[config.mk]
export PLATFORM = sky130hd
export DESIGN_NAME = int_alu_bus_master
export DESIGN_NICKNAME = d
export VERILOG_FILES = /design/src/rtl/alu_bus_pkg.sv /design/src/rtl/int_alu_bus_master.sv
export SDC_FILE = /design/constraint.sdc
export NUM_CORES = 1
export LEC_CHECK = 0
export ABC_AREA = 1
export BUFFER_PORTS_ARGS = -buffer_cell sky130_fd_sc_hd__buf_2
export CELL_PAD_IN_SITES_DETAIL_PLACEMENT = 0
export CELL_PAD_IN_SITES_GLOBAL_PLACEMENT = 1
export CORE_AREA = 3 3 319 321
export CTS_CLUSTER_DIAMETER = 80
export CTS_CLUSTER_SIZE = 16
export DETAILED_ROUTE_END_ITERATION = 10
export DIE_AREA = 0 0 322 324
export PLACE_DENSITY = 0.5
export SETUP_SLACK_MARGIN = 0.02
export SYNTH_ARGS = -nofsm -noshare
export SYNTH_HDL_FRONTEND = slang
export SYNTH_SLANG_ARGS = --single-unit
[constraint.sdc]
create_clock -name Clk -period 12.4 [get_ports Clk]
set_input_delay 1.24 -clock Clk [delete_from_list [all_inputs] [get_ports Clk]]
set_output_delay 1.24 -clock Clk [all_outputs]
set_load 0.01 [all_outputs]
[src/rtl/alu_bus_pkg.sv]
// Shared opcodes, register offsets and FSM states for the integer-ALU bus master.
package alu_bus_pkg;

  localparam logic [3:0] ADD      = 4'h0;
  localparam logic [3:0] SUBTRACT = 4'h1;
  localparam logic [3:0] MULTIPLY = 4'h2;
  localparam logic [3:0] DIVIDE   = 4'h3;

  localparam logic [3:0] SRC1 = 4'h0;
  localparam logic [3:0] SRC2 = 4'h1;
  localparam logic [3:0] RES  = 4'h2;
  localparam logic [3:0] EXEC = 4'h3;

  typedef enum logic [2:0] {
    ST_IDLE,
    ST_WR_A,
    ST_WR_B,
    ST_EXEC,
    ST_RD,
    ST_CAP,
    ST_ERR
  } state_t;

endpackage

[src/rtl/int_alu_bus_master.sv]
// Runs write-src1 / write-src2 / trigger / read on the integer-ALU bus for one request.
// 6 cycles per op (done in cycle 6); rejected requests finish in 2; start ignored unless ready.
module int_alu_bus_master
  import alu_bus_pkg::*;
#(
  parameter logic [3:0] UNIT_SEL = 4'h3,
  parameter int         DATA_W   = 256,
  parameter int         OPND_W   = 16
) (
  input  logic              Clk,
  input  logic              Reset,
  input  logic              start,
  input  logic [3:0]        op,
  input  logic [OPND_W-1:0] opnd_a,
  input  logic [OPND_W-1:0] opnd_b,
  output logic              ready,
  output logic              busy,
  output logic              done,
  output logic              err,
  output logic [DATA_W-1:0] result,
  output logic [15:0]       address,
  output logic              nRead,
  output logic              nWrite,
  output logic [DATA_W-1:0] ExeDataOut,
  input  logic [DATA_W-1:0] IntDataOut
);

  state_t             state_q, state_d;
  logic [3:0]         op_q, op_d;
  logic [OPND_W-1:0]  a_q, a_d;
  logic [OPND_W-1:0]  b_q, b_d;
  logic [DATA_W-1:0]  result_q, result_d;
  logic               done_q, done_d;
  logic               err_q, err_d;

  always_ff @(posedge Clk or posedge Reset) begin
    if (Reset) begin
      state_q  <= ST_IDLE;
      op_q     <= '0;
      a_q      <= '0;
      b_q      <= '0;
      result_q <= '0;
      done_q   <= 1'b0;
      err_q    <= 1'b0;
    end else begin
      state_q  <= state_d;
      op_q     <= op_d;
      a_q      <= a_d;
      b_q      <= b_d;
      result_q <= result_d;
      done_q   <= done_d;
      err_q    <= err_d;
    end
  end

  always_comb begin
    state_d  = state_q;
    op_d     = op_q;
    a_d      = a_q;
    b_d      = b_q;
    result_d = result_q;
    done_d   = 1'b0;
    err_d    = 1'b0;
    case (state_q)
      ST_IDLE: begin
        if (start) begin
          op_d = op;
          a_d  = opnd_a;
          b_d  = opnd_b;
          // Unknown opcodes and divide-by-zero never touch the bus.
          if (op > DIVIDE || (op == DIVIDE && opnd_b == '0)) state_d = ST_ERR;
          else                                               state_d = ST_WR_A;
        end
      end
      ST_WR_A: state_d = ST_WR_B;
      ST_WR_B: state_d = ST_EXEC;
      ST_EXEC: state_d = ST_RD;
      ST_RD:   state_d = ST_CAP;
      ST_CAP: begin
        result_d = IntDataOut;
        done_d   = 1'b1;
        state_d  = ST_IDLE;
      end
      ST_ERR: begin
        result_d = '0;
        done_d   = 1'b1;
        err_d    = 1'b1;
        state_d  = ST_IDLE;
      end
      default: state_d = ST_IDLE;
    endcase
  end

  always_comb begin
    address    = 16'h0000;
    nRead      = 1'b1;
    nWrite     = 1'b1;
    ExeDataOut = '0;
    case (state_q)
      ST_WR_A: begin
        address    = {UNIT_SEL, 8'h00, SRC1};
        nWrite     = 1'b0;
        ExeDataOut = DATA_W'(a_q);
      end
      ST_WR_B: begin
        address    = {UNIT_SEL, 8'h00, SRC2};
        nWrite     = 1'b0;
        ExeDataOut = DATA_W'(b_q);
      end
      ST_EXEC: address = {UNIT_SEL, 4'h0, op_q, EXEC};
      ST_RD: begin
        address = {UNIT_SEL, 8'h00, RES};
        nRead   = 1'b0;
      end
      default: ;
    endcase
  end

  assign ready  = (state_q == ST_IDLE);
  assign busy   = (state_q != ST_IDLE);
  assign done   = done_q;
  assign err    = err_q;
  assign result = result_q;

endmodule

==> run_results.csv <==
group,metric,value,unit
status,outcome,"complete, no violations",
clocking,clk_latency,0.59,ns
floorplan,start_util,14.32,%
power,p_leak,9.439,nW
grt,grt.total_usage,8.675,%
final_layout,layout.nets,2392,
sta,holdWs,0.5099,ns
synth,synth_warnings,0,
detailed_routing,wl,49.37,mm
synth,ys_async_sr_fraction,100.0,%
sta,relSlewSlack,31.28,%
worst_hold_path,whs_path_depth,1,
clocking,post_cts_resized,0,
power,power.density,248.2,nW/um^2
floorplan,ios,829,
setup_path,crit_type,"reg -> out",
setup_path,r2r_end,"result[91]",
detailed_routing,drcViolationCount,0,
detailed_routing,ant_nets,0,
placed_design,placed_area,17450,sq um
clocking,clk_pin_slew,0.07,ns
grt,grt-ovfl-total,0,
placed_design,dp_hpwl,35.63,mm
detailed_routing,via_per_inst,3.313,
worst_hold_path,hp-class,"reg -> reg",
floorplan,fp-row-count,116,
clocking,clock_path_buffers,3,
detailed_routing,vias,11300,
power,irDropWorstVdd,0.1261,mV
placed_design,io_buffers,580,
sta,fmax,0.2387,GHz
setup_path,r2r_slack,9.30,ns
detailed_routing,drtIter0Drc,531,
sta,rsz0062_at_grt,"no",
grt,antenna_found_initial,1,
placed_design,dp.cells,3366,
setup_path,worstPathMaxFanout,55,
synth,synth_ff_type,"dfrtp_1",
synth,yosysSeqAreaShare,52.14,%
synth,synth_top_cell_area_share,52.14,%
sta,period_minus_slack,4.189,ns
run,cap_violations,0,
detailed_routing,post_drt_wl_per_cell,14.47,um
sta,hold_viol,0,
final_layout,final_cells,3411,
sta,finalMaxSlewViolations,0,
clocking,cts_buffers,27,
sta,final-setup-viol-count,0,
final_layout,layout-drive-gt1-share,31.38,%
synth,netlist_instances,1572,
clocking,cts_tree,"yes",
floorplan,coreArea,99570,sq um
final_layout,n_fill_cell,11330,
grt,grt_pass1_wl,71.07,mm
synth,synth_area_per_cell,9.067,sq um
final_layout,final_area,18270,sq um
clocking,cts_setup_buffers,0,
synth,synth.area.top_cells,"dfrtp_1, buf_4, nand3_1, o21ai_1, inv_1",
grt,grt_max_degree,140,
final_layout,area_growth,28.17,%
sta,post-route-period-util,33.79,%
grt,grt_pass1_vias,11150,
clocking,cts-root-buf,"clkbuf_16",
clocking,htreeDepth,1,
floorplan,dieArea,104300,sq um
synth,synth_seq_cells,297,
worst_hold_path,hold_path_end,"a_q[6]",
synth,synth_cell_types,21,
synth,syn-cell-area,14250,sq um
setup_path,r2r_start,"state_q[2]",
final_layout,antenna_cells,0,
clocking,cts.sinks,297,
detailed_routing,drt_pass1_iterations,4,
setup_path,cp-end-kind,"output pin",
worst_hold_path,min_from,"a_q[6]",
synth,yosysMostFrequentCell,"dfrtp_1",
final_layout,postLayoutCoreUtil,18.35,%
clocking,postCtsHoldBufs,0,
sta,finClkSkew,0.01492,ns
setup_path,reg2reg_depth,5,
sta,tns,0,ns
setup_path,arrival,2.95,ns
synth,yosysTopAreaCell,"dfrtp_1",
sta,tightest_slew,1.031,ns
floorplan,die_y,324,um
setup_path,cp.required,11.16,ns
synth,synth_edf_count,0,
synth,synth_commonest_cells,"dfrtp_1, inv_1, nand3_1",
placed_design,gp_congestion,0.7192,
setup_path,start_kind,"flop",
floorplan,die_w,322,um
## area by class of cell
type	instances	area [sq um]	share of cell area, %
clock buffer	31	700.7	3.835
multi-input combinational	892	4282	23.44
sequential	297	7436	40.70
inverter	285	1077	5.897
timing repair buffer	594	3033	16.60
clock inverter	14	116.4	0.6369
tap	1298	1624	8.890
## kinds of logic (layout without fill, tap and decap cells)
logic type             after synthesis  count (layout)  synth area share [%]
AO/OA/AOI/OAI                      298             298                 10.54
buffers and inverters              630             924                 24.36
flip-flops                         297             297                 52.14
multiplexers                        16              16                 1.685
other                                1             248               0.02631
AND/OR/NAND/NOR                    330             330                 11.24
## layer usage
metal / share of wire (%) / GRT usage, % / up-vias
met5: 0.014 / 0 / -
met4: 2.3 / 2.086 / 2
met3: 8.5 / 2.876 / 45
met2: 48 / 14.84 / 444
met1: 41 / 10.52 / 5257
li1: - / - / 5552
## worst max-delay path by stage
stage / startpoint / to / slack [ns]
after floorplan: Reset / a_q[0] / 2.96
after global placement: state_q[2] / ExeDataOut[12] / 8.67
after detailed placement: state_q[2] / ExeDataOut[12] / 8.67
after CTS: state_q[2] / ExeDataOut[12] / 7.99
after global routing: state_q[2] / address[13] / 7.84
final: state_q[2] / ExeDataOut[12] / 8.21
## where the power goes
| part | leakage [nW] | internal [mW] | switching [mW] |
|---|---|---|---|
| combinational | 5.22 | 0.696 | 1.29 |
| sequential | 3.81 | 1.45 | 0.260 |
| clock | 0.403 | 0.414 | 0.426 |
| total | 9.44 | 2.56 | 1.98 |
## state kept, by name, summed over array words and instances (netlist names)
register	count
done	1
err	1
state_q	3
op_q	4
result	256
b_q	16
a_q	16
## cell usage in the layout, fill, tap and decap left out, drive strengths merged
master | synthesis | layout
nor2 | 39 | 39
dfrtp | 297 | 297
buf | 306 | 594
clkinv | 0 | 6
conb | 1 | 248
o21ai | 275 | 275
clkbuf | 39 | 31
a21oi | 23 | 23
nand3 | 277 | 277
inv | 285 | 292
mux2 | 16 | 16
and2 | 1 | 1
clkinvlp | 0 | 1
nand2 | 13 | 13
## through the flow
| stage | worst slack [ns] | total power, mW |
|---|---|---|
| 4_1_cts | 7.989 | 4.651 |
| 5_1_grt | 7.843 | 4.924 |
| 6_report | 8.211 | 4.535 |
| 3_5_place_dp | 8.675 | 3.763 |
| 3_3_place_gp | 8.669 | 3.775 |
| 2_1_floorplan | 2.956 | 2.961 |
## worst max-delay path, stage by stage (launching register included)
cell	delay, ns
dfrtp_4	0.71
inv_2	0.44
nand3_1	0.57
o21ai_0	0.43
buf_2	0.19
No activity file was read; power rests on OpenSTA's default activity.
